<file path="src/rtl/teacher_pkg.sv">
// -----------------------------------------------------------------------------
// teacher_pkg
//
// Shared types and constants for the teacher block, which closes the training
// loop around a perceptron stage.
//
// Contents:
//   teacher_state_e  FSM state encoding (idle / error / propagate)
//   DataW            width of the result and target values
//   ErrW             width of the signed error returned to the stage
//   calc_error       target - result, sign-extended to ErrW and scaled
// -----------------------------------------------------------------------------
package teacher_pkg;

    localparam int unsigned DataW = 8;
    localparam int unsigned ErrW  = 16;

    typedef enum logic [1:0] {
        StIdle      = 2'd0,
        StError     = 2'd1,
        StPropagate = 2'd2
    } teacher_state_e;

    // The 9-bit difference spans -255..255. After sign extension to 16 bits a
    // left shift of up to 7 stays in range, so no saturation is needed.
    function automatic logic signed [ErrW-1:0] calc_error(
        input logic [DataW-1:0] target,
        input logic [DataW-1:0] result,
        input int unsigned      shift
    );
        logic signed [DataW:0]  diff;
        logic signed [ErrW-1:0] ext;
        diff = $signed({1'b0, target}) - $signed({1'b0, result});
        ext  = {{(ErrW-DataW-1){diff[DataW]}}, diff};
        return ext <<< shift;
    endfunction

endpackage

</file>
<file path="src/rtl/saturating_counter.sv">
// -----------------------------------------------------------------------------
// saturating_counter
//
// Up-counter that sticks at all ones. A synchronous clear takes priority over
// an increment in the same cycle.
//
// Ports:
//   clock      system clock
//   reset      asynchronous active-low reset, zeroes the count
//   clear      synchronous clear
//   increment  add one this cycle (ignored once saturated)
//   count      current count
// -----------------------------------------------------------------------------
module saturating_counter #(
    parameter int unsigned W = 16
) (
    input  logic         clock,
    input  logic         reset,
    input  logic         clear,
    input  logic         increment,
    output logic [W-1:0] count
);

    localparam logic [W-1:0] One = W'(1);

    logic [W-1:0] count_q;
    logic [W-1:0] count_d;
    logic         saturated;

    assign saturated = &count_q;

    always_comb begin
        count_d = count_q;
        if (clear) begin
            count_d = '0;
        end else if (increment && !saturated) begin
            count_d = count_q + One;
        end
    end

    always_ff @(posedge clock or negedge reset) begin
        if (!reset) begin
            count_q <= '0;
        end else begin
            count_q <= count_d;
        end
    end

    assign count = count_q;

endmodule

</file>
<file path="src/rtl/teacher.sv">
// -----------------------------------------------------------------------------
// teacher
//
// Joins the stage's forward result with a target value, and when training
// returns the scaled signed error (target - result) on the stage's error
// channel, then sinks the stage's backward propagate beat so its handshake
// completes. Sample and mistake counters track convergence.
//
// Ports:
//   clock, reset                      clock and asynchronous active-low reset
//   train                             training enable, sampled at capture
//   clear                             synchronous counter clear
//   result_valid/ready/data           forward result from stage (join input)
//   target_valid/ready/data           expected value (join input)
//   error_valid/ready/data            signed error to stage
//   propagate_valid/ready/data        backward propagate from stage, discarded
//   samples, mistakes                 saturating counters
// -----------------------------------------------------------------------------
module teacher
    import teacher_pkg::*;
#(
    parameter int unsigned N       = 2,
    parameter int unsigned SHIFT   = 0,
    parameter int unsigned COUNT_W = 16
) (
    input  logic                  clock,
    input  logic                  reset,
    input  logic                  train,
    input  logic                  clear,

    input  logic                  result_valid,
    input  logic [DataW-1:0]      result_data,
    output logic                  result_ready,

    input  logic                  target_valid,
    input  logic [DataW-1:0]      target_data,
    output logic                  target_ready,

    output logic                  error_valid,
    output logic [ErrW-1:0]       error_data,
    input  logic                  error_ready,

    input  logic                  propagate_valid,
    input  logic [N-1:0][ErrW-1:0] propagate_data,
    output logic                  propagate_ready,

    output logic [COUNT_W-1:0]    samples,
    output logic [COUNT_W-1:0]    mistakes
);

    teacher_state_e  state_q;
    logic            error_valid_q;
    logic [ErrW-1:0] error_data_q;

    logic join_fire;
    logic mismatch;

    // Both join inputs are accepted together and only in idle. Gating with
    // reset keeps the readies low while reset is held.
    assign join_fire = reset && (state_q == StIdle) && result_valid && target_valid;
    assign mismatch  = (target_data != result_data);

    assign result_ready    = join_fire;
    assign target_ready    = join_fire;
    assign propagate_ready = (state_q == StPropagate);
    assign error_valid     = error_valid_q;
    assign error_data      = error_data_q;

    // Propagated error is only consumed to complete the handshake.
    logic unused_propagate;
    assign unused_propagate = ^propagate_data;

    always_ff @(posedge clock or negedge reset) begin
        if (!reset) begin
            state_q       <= StIdle;
            error_valid_q <= 1'b0;
            error_data_q  <= '0;
        end else begin
            unique case (state_q)
                StIdle: begin
                    if (join_fire) begin
                        error_data_q <= calc_error(target_data, result_data, SHIFT);
                        if (train) begin
                            state_q       <= StError;
                            error_valid_q <= 1'b1;
                        end
                    end
                end
                StError: begin
                    if (error_ready) begin
                        state_q       <= StPropagate;
                        error_valid_q <= 1'b0;
                    end
                end
                StPropagate: begin
                    if (propagate_valid) begin
                        state_q <= StIdle;
                    end
                end
                default: begin
                    state_q       <= StIdle;
                    error_valid_q <= 1'b0;
                end
            endcase
        end
    end

    saturating_counter #(
        .W (COUNT_W)
    ) u_samples (
        .clock     (clock),
        .reset     (reset),
        .clear     (clear),
        .increment (join_fire),
        .count     (samples)
    );

    saturating_counter #(
        .W (COUNT_W)
    ) u_mistakes (
        .clock     (clock),
        .reset     (reset),
        .clear     (clear),
        .increment (join_fire && mismatch),
        .count     (mistakes)
    );

endmodule

</file>
<file path="config.mk">
export PLATFORM = sky130hd
export DESIGN_NAME = teacher
export DESIGN_NICKNAME = d
export VERILOG_FILES = /design/src/rtl/teacher_pkg.sv /design/src/rtl/saturating_counter.sv /design/src/rtl/teacher.sv
export SDC_FILE = /design/constraint.sdc
export NUM_CORES = 1
export LEC_CHECK = 0
export ABC_AREA = 1
export BUFFER_PORTS_ARGS = -buffer_cell sky130_fd_sc_hd__buf_2
export CAP_MARGIN = 10
export CORE_MARGIN = 5
export CORE_UTILIZATION = 46
export CTS_CLUSTER_DIAMETER = 60
export DETAILED_ROUTE_END_ITERATION = 16
export MAX_ROUTING_LAYER = met4
export PLACE_DENSITY = 0.83
export SETUP_SLACK_MARGIN = 0.4
export SLEW_MARGIN = 25
export SYNTH_ARGS = -nofsm -noshare
export SYNTH_HDL_FRONTEND = slang
export SYNTH_SLANG_ARGS = --single-unit
</file>
<file path="constraint.sdc">
create_clock -name clock -period 1.49 [get_ports clock]
set_input_delay 0.0745 -clock clock [delete_from_list [all_inputs] [get_ports clock]]
set_output_delay 0.0745 -clock clock [all_outputs]
set_load 0.02 [all_outputs]
</file>
==> results of run 1 <==
-- path summary, 6_finish.rpt --
check	cells after the start	endpoint	from	slack, ps
max in group asynchronous	3	u_mistakes.count[12]	reset	640
worst max register to register	10	u_samples.count[10]	u_samples.count[0]	-10
worst min-delay path	3	state_q[0]	train	60
min in group asynchronous	3	u_samples.count[14]	reset	420
worst min register to register	2	error_data[6]	error_data[6]	490
worst max-delay path	10	u_samples.count[10]	u_samples.count[0]	-10
-- where the power goes --
group / internal, mW / total [mW] / switching (mW)
Clock: 0.330 / 0.749 / 0.420
Combinational: 0.368 / 0.887 / 0.520
Sequential: 1.27 / 1.35 / 0.0773
-- per-layer routing --
| metal | part of all wire (%) | vias up | global-route usage [%] |
|---|---|---|---|
| li1 | - | 1656 | - |
| met1 | 40 | 1622 | 24.4 |
| met2 | 52 | 115 | 36.7 |
| met3 | 5.5 | 30 | 4.02 |
| met4 | 3.0 | 0 | 7.55 |
| met5 | 0 | - | - |
-- synth_stat cells --
cell type,count
buf_4,9
a21oi_1,6
nand2_2,17
nand2_4,2
dfrtp_1,44
o2111ai_1,1
nand3_1,27
inv_4,1
inv_2,4
nor2_4,10
buf_8,1
inv_1,44
buf_6,1
nand4_1,15
o31ai_1,1
nor3_1,1
nor2_2,3
ha_1,10
nor2_8,1
xor2_1,10
o21ai_0,11
nand2_1,157
fa_1,1
o21ai_1,3
o21bai_1,5
xnor2_1,5
nor3_2,1
clkbuf_1,3
nor2_1,33
nand3b_1,7
-- critical path: stages, from the launching register on --
cell      delay [ps]
dfrtp_2          410
ha_4             160
nand2_4           60
nor2_4           130
nand2_4           90
buf_4            160
o21bai_1         160
nand2_1           80
inv_1             70
nand2_1           60
nand2_1           70
-- per-stage QoR --
| step | setup WS [ps] | power [mW] |
|---|---|---|
| after detailed placement | -2.04 | 2.09 |
| after floorplan | -26.8 | 1.86 |
| after CTS | 41.0 | 2.91 |
| after global routing | -84.3 | 3.14 |
| final | -12.0 | 2.99 |
| after global placement | 62.5 | 2.07 |
-- state kept, by name (all words and copies together), names as in the netlist --
| signal | count |
|---|---|
| u_mistakes.count | 16 |
| u_samples.count | 16 |
| error_data | 9 |
| state_q | 2 |
| error_valid | 1 |
-- final cells by class --
class,instances,area (sq um)
Tap cell,80,100
Multi-Input combinational cell,327,1990
Timing Repair Buffer,151,1290
Clock inverter,1,5.00
Inverter,49,189
Sequential cell,44,1120
Clock buffer,7,76.3
Fill cell,487,1900
-- cell usage in the layout (no fill, tap or decap), types with 2 or more instances in the layout --
cell           count
o21bai_1           5
nor2_4            15
clkbuf_8           5
o21ai_1            5
nand2_2           28
buf_6             54
dfrtp_1           25
nand3_2            6
a21oi_1            5
o21ai_2            8
nand2_1          135
dfrtp_2           19
nor2_1            24
buf_2             49
nand4_1           15
buf_12             2
inv_1             42
clkbuf_1           2
nand3_1           20
dlygate4sd3_1      2
nand2_4           13
nor2_2             7
ha_4               2
xnor2_1            5
inv_2              6
nand3b_1           7
xor2_1            10
ha_1               8
buf_4             41
-- cells by family (layout without fill, tap and decap cells) --
kind of cell             count (synthesis)  after routing  share of synthesized area, %
XOR/XNOR                                15             15                          4.22
buffers and inverters                   63            208                          9.36
adder cells (fa/ha/maj)                 11             11                          4.66
flip-flops                              44             44                          35.4
AO/OA/AOI/OAI                           27             27                          4.94
AND/OR/NAND/NOR                        274            274                          41.4
-- what timing repair did --
action	in CTS	in global routing
gates cloned	1	1
hold endpoints to repair	45	0
buffers inserted	15	12
gates resized for setup	76	72
pin swaps	28	18
hold buffers	2	0
setup endpoints to repair	60	77
==> results.cfg, run 1 <==
[yosys]
syn_avg_cell_area_sq_um = 7.17
yosys_warnings = 0
synthCells = 434
netlist_top_cells_area = dfrtp_1 35%, nand2_1 19%, inv_1 5.3%
synth_top_area_cell = dfrtp_1
syn_area_sq_um = 3110
ys_types = 30
synth_top_area_share_pct = 35.4
syn_nets = 501
synth_seq_cells = 44
ys_seq_area_share_pct = 35.4

[run]
cap_violations = 0

[setup_path]
cp.arrival_ps = 1750
end_kind = register
startpoint_type = register
crit_type = register to register
required_ps = 1740
cp_max_fo = 3

[timing]
hold_ws_ps = 59.2
rsz0062_at_grt = yes
timing.setup.tns_ps = -34.3
fin_crit_ps = 1500
slew_viol_final = 0
fin_crit_sh_pct = 101
tightest_slew_ps = 570
skew_ps = 10.7
relSlewSlack_pct = 62.0
worst_slack_ps = -12.0
fmax_mhz = 666
finalHoldViolations = 0
finalSetupViolCount = 6

[cts]
cts_buffer_depth = 2
cts_tree = yes
cts.sinks = 44
clkTransAtPathRegs_ps = 90
root_buffer = clkbuf_8
worstSkewPairLatency_ps = 310
htree_levels = 2
numCtsBuffers = 5

[grt]
overflow = 0
grt_pass1_wl_microns = 14300
grt_max_degree = 45
grt_antenna_before_repair = 0
grt_pass1_vias = 3246
track_usage_pct = 21.1

[final_layout]
num-nets-final = 645
fin_cells = 659
final_area_sq_um = 4780
syn_to_final_growth_pct = 53.5
drive_gt1_share_pct = 45.9
fin_util_pct = 71.5
diodes = 0

[drt]
drc = 0
wl_per_cell_microns = 14.4
antenna_left = 0
drtIter0Drc = 187
dr.pass1.iters = 4
routed_wl_microns = 9460
vias = 3423
vias_per_cell = 5.19

[hold_path]
hold_class = input port to register

[die]
die_y_microns = 92.3
core_sq_um = 6680
ios = 108
std_cell_rows = 30
die_area_sq_um = 8510
initial_core_util_pct = 46.6
chipWidth_microns = 92.3

[run_status]
status = finished, violations left
violations = setup timing

[power]
ir_drop_v = 0.000353
leakage_nw = 2.51
power.density_nw_per_um2 = 625

[place]
place_area_sq_um = 3930
dp_hpwl_microns = 6150
place_inst = 620
place.gp.congestion = 0.908
port_buffers = 75
(Power assumes the default switching activity.)
==> run 2: changes to the inputs <==
Settings changed: ABC_AREA 1 to not set, CORE_UTILIZATION 46 to 44.
==> results.cfg, run 2 <==
[setup_path]
path_cells = nor3b_2 -> nand2_2 -> clkinv_4 -> o211ai_1 -> buf_4 -> buf_4 -> o31ai_1 -> a21oi_2
crit_type = register to register
cp_slowest_cell = o31ai_1
startpoint_type = register
timing.rr.start = state_q[1]
slowest_delay_ps = 480
cp.arrival_ps = 2400
r2r_slack_ps = -730
required_ps = 1660
cp_common_cell = buf_4
end_kind = register
rr_endpoint = u_mistakes.count[3]
cp_max_fo = 3
ff2ff_path_depth = 8

[final_layout]
diodes = 0
drive_gt1_share_pct = 64.9
num-nets-final = 530
syn_to_final_growth_pct = 86.9
fin_util_pct = 84.6
final_cell_mix = 63 x buf_6, 58 x buf_4, 49 x buf_2
layout_commonest_cell = buf_6
fill_cells = 263

[drt]
dr.pass1.iters = 5
drtIter0Drc = 212
drc = 0
vias = 3304
vias_per_cell = 6.13
antenna_left = 0
routed_wl_microns = 12100
wl_per_cell_microns = 22.5

[yosys]
netlist_top_cells_area = dfrtp_1 41%, ha_1 4.7%, nor2_1 3.7%
syn_avg_cell_area_sq_um = 9.21
syn_area_sq_um = 2660
synthCells = 289
synth_top_area_share_pct = 41.4
synth_ff_type = dfrtp_1
synthTopCellsByCount = 44 x dfrtp_1, 26 x nor2_1, 20 x nand2_1, 16 x inv_1
ys_seq_area_share_pct = 41.4
synth_top_area_cell = dfrtp_1
synth_seq_cells = 44
synth.most_common_cell = dfrtp_1
yosys_warnings = 0
syn_nets = 356
async_flop_share_pct = 100
synth_edf_count = 0
ys_types = 50

[cts]
clkTransAtPathRegs_ps = 90
cts_tree = yes
root_buffer = clkbuf_8
cts.sinks = 44
worstSkewPairLatency_ps = 300
cts_buffer_depth = 2
htree_levels = 2
numCtsBuffers = 5

[timing]
skew_ps = 10.1
tightest_slew_ps = 781
fmax_mhz = 450
rsz0062_at_grt = yes
finalSetupViolCount = 43
hold_ws_ps = 30.4
slew_viol_final = 0
fin_crit_ps = 2220
timing.setup.tns_ps = -16820
relSlewSlack_pct = 47.5
worst_slack_ps = -734
finalHoldViolations = 0
fin_crit_sh_pct = 149

[die]
die_area_sq_um = 7710
die_y_microns = 87.8
initial_core_util_pct = 45.2
chipWidth_microns = 87.8
core_sq_um = 5890
std_cell_rows = 28
ios = 108

[place]
dpl_worst_slack_ps = -477
dp_hpwl_microns = 5970
place.gp.congestion = 0.875
port_buffers = 75

[grt]
grt_pass1_vias = 3307
track_usage_pct = 26.6
grt_max_degree = 45
overflow = 0
grt_antenna_before_repair = 0
grt_pass1_wl_microns = 15700

[power]
ir_drop_v = 0.000628
total_power_mw = 3.15
leakage_nw = 2.20
power.density_nw_per_um2 = 632

[hold_path]
hold_end = state_q[0]
min_from = train
hold_class = input port to register
min_path_cells = 2

[run]
cap_violations = 0

[run_status]
status = finished, violations left
violations = setup timing
[run 2: worst max-delay path by stage]
stage,cells after the start,slack (ps),start,to
final,8,-730,state_q[1],u_mistakes.count[3]
after global routing,8,-760,state_q[1],u_mistakes.count[3]
after CTS,5,-410,u_mistakes.count[3],u_mistakes.count[11]
after detailed placement,5,-480,state_q[1],u_mistakes.count[11]
after global placement,5,-410,state_q[1],u_mistakes.count[11]
after floorplan,5,-430,u_mistakes.count[3],u_mistakes.count[13]
[run 2: power breakdown]
part	switching, mW	internal (mW)	total (mW)
combinational	0.580	0.444	1.02
sequential	0.0868	1.28	1.37
clock	0.425	0.330	0.755
[run 2: cells by family after synthesis]
| logic type | share of synthesized area, % |
|---|---|
| AO/OA/AOI/OAI | 14.5 |
| XOR/XNOR | 5.59 |
| adder cells (fa/ha/maj) | 5.45 |
| buffers and inverters | 5.69 |
| flip-flops | 41.4 |
| multiplexers | 2.40 |
| AND/OR/NAND/NOR | 25.0 |
[run 2: per-stage QoR]
step / area [sq um] / cells
2_1_floorplan: 2940 / 289
3_3_place_gp: 3840 / 498
3_5_place_dp: 3840 / 498
4_1_cts: 4470 / 525
5_1_grt: 4980 / 539
6_report: 4980 / 539
[run 2: what timing repair did]
item	in CTS	in global routing
cloned	1	1
endpoints found under the setup margin	51	77
hold buffers	2	0
buffers inserted	16	13
hold endpoints to repair	45	0
gates resized for setup	83	94
pin swaps	36	27
[run 2: layout make-up]
class | count | area, sq um | share of cell area (%)
flip-flops and latches | 44 | 1130 | 22.8
well taps | 75 | 93.8 | 1.89
inverters | 17 | 68.8 | 1.38
clock buffers | 7 | 76.3 | 1.53
multi-input cells | 214 | 2000 | 40.3
repair buffers | 181 | 1600 | 32.1
clock inverters | 1 | 5.00 | 0.101
[run 2: critical path, delay by kind of cell (launching register included)]
kind            cells  cell delay (ps)
buf+inv             3              440
flops               1              420
compound gates      3              770
simple gates        2              470
[run 2: routing by layer]
metal | track usage, % | part of all wire (%)
met5 | - | 0
met2 | 46.2 | 50
met4 | 11.4 | 7.1
met3 | 4.05 | 6.8
met1 | 30.2 | 36
==> run 3: changes to the inputs <==
Settings changed: CELL_PAD_IN_SITES_DETAIL_PLACEMENT set to 1, CELL_PAD_IN_SITES_GLOBAL_PLACEMENT set to 1, CORE_UTILIZATION 44 to 32.
==> results.cfg, run 3 (same netlist as run 2, synthesis figures left out) <==
[run_status]
status = finished, violations left
violations = setup timing

[power]
switching_share_pct = 34.6
p_comb_share_pct = 29.3
total_power_mw = 3.07
pwr-share-clk_pct = 26.7
power_frac_seq_pct = 44.0
ir_drop_v = 0.000336
p_switching_mw = 1.06
cellInternalPower_mw = 2.01
leakage_nw = 2.13
power.density_nw_per_um2 = 639

[timing]
worst_slack_ps = -532
fmax_mhz = 495
finalSetupViolCount = 35
slew_viol_final = 0
rsz0062_at_grt = yes
skew_ps = 9.99
hold_ws_ps = 29.2
relSlewSlack_pct = 51.5
finalHoldViolations = 0
fin_crit_sh_pct = 136
tightest_slew_ps = 722
fin_crit_ps = 2020

[grt]
grtUsageMet3_pct = 2.96
grt_antenna_before_repair = 0
grt_pass1_wl_microns = 17500
grt_pass1_vias = 3421
grt_max_degree = 45
gr-usage-met1_pct = 24.4
overflow = 0
grt_util_met2_pct = 40.1
busiest_layer = met2
track_usage_pct = 22.4

[place]
dp_hpwl_microns = 7420
dpl_worst_slack_ps = -492
place_area_sq_um = 3900
place_inst = 531
port_buffers = 75
place.gp.congestion = 0.826

[die]
chipWidth_microns = 101
die_y_microns = 101
initial_core_util_pct = 32.6
ios = 108
std_cell_rows = 33
die_area_sq_um = 10200
core_sq_um = 8180

[drt]
vias = 3133
routed_wl_microns = 12100
antenna_left = 0
dr.pass1.iters = 4
drc = 0
drtIter0Drc = 144
vias_per_cell = 5.56
wl_per_cell_microns = 21.5

[final_layout]
final_cell_mix = 69 x buf_4, 56 x buf_6, 46 x buf_2
drive_gt1_share_pct = 62.0
diodes = 0
num-nets-final = 524
final_area_sq_um = 4810
layout_commonest_cell = buf_4
syn_to_final_growth_pct = 80.6
fin_cells = 563
fill_cells = 902

[hold_path]
hold_class = input port to register
min_path_cells = 2
min_from = train
hold_end = state_q[0]

[setup_path]
cp.arrival_ps = 2260
end_kind = register
timing.rr.start = state_q[1]
r2r_slack_ps = -530
cp_max_fo = 4
ff2ff_path_depth = 5
required_ps = 1730
startpoint_type = register
rr_endpoint = u_mistakes.count[11]
crit_type = register to register

[cts]
numCtsBuffers = 5
root_buffer = clkbuf_8
worstSkewPairLatency_ps = 300
cts_buffer_depth = 2
cts.sinks = 44
htree_levels = 2
cts_tree = yes
clkTransAtPathRegs_ps = 100

[run]
cap_violations = 0
==> run 3: how the worst max path moves through the flow <==
stage | cells after the start | from | to
final | 5 | state_q[1] | u_mistakes.count[11]
after global routing | 5 | state_q[1] | u_mistakes.count[11]
after CTS | 5 | state_q[0] | u_mistakes.count[11]
after detailed placement | 5 | state_q[1] | u_mistakes.count[11]
after global placement | 5 | state_q[1] | u_mistakes.count[13]
after floorplan | 5 | u_mistakes.count[3] | u_mistakes.count[13]
==> run 3: final cells by class <==
| class | instances | area [sq um] | area share, % |
|---|---|---|---|
| tap | 105 | 131 | 2.73 |
| inverter | 17 | 68.8 | 1.43 |
| clock buffer | 6 | 82.6 | 1.72 |
| multi-input combinational | 214 | 1950 | 40.5 |
| sequential | 44 | 1130 | 23.6 |
| clock inverter | 2 | 10.0 | 0.208 |
| timing repair buffer | 175 | 1430 | 29.8 |
==> run 3: power by group through the flow <==
stage / clock network (mW) / logic [mW] / registers (mW)
final: 0.820 / 0.901 / 1.35
after global routing: 0.884 / 0.957 / 1.36
after CTS: 0.813 / 0.819 / 1.35
after detailed placement: 0 / 0.756 / 1.37
after global placement: 0 / 0.728 / 1.36
after floorplan: 0 / 0.388 / 1.47
==> run 3: timing repair <==
item | CTS | global route
endpoints found under the hold margin | 21 | 0
endpoints found under the setup margin | 57 | 105
buffers inserted | 10 | 12
gates resized for setup | 79 | 69
pin swaps | 30 | 30
hold buffers | 2 | 0
==> run 3: metrics by stage <==
stage          setup TNS, ps  util [%]
3_5_place_dp           -8180      47.7
2_1_floorplan          -4280         -
6_report               -9380      58.8
4_1_cts                -7190      54.5
3_3_place_gp           -5520      47.7
5_1_grt               -12130      58.8
==> run 3: routing by layer <==
layer	vias up	share of wire, %
met2	121	54
met4	0	4.6
met1	1571	38
met3	43	3.5
li1	1398	-
met5	-	0
==> run 3: worst max-delay path, stage by stage, from the launching register on <==
cell,delay [ps]
dfrtp_1,400
nor3b_2,260
nand2_2,140
or4_4,560
or4_4,450
a21oi_4,150
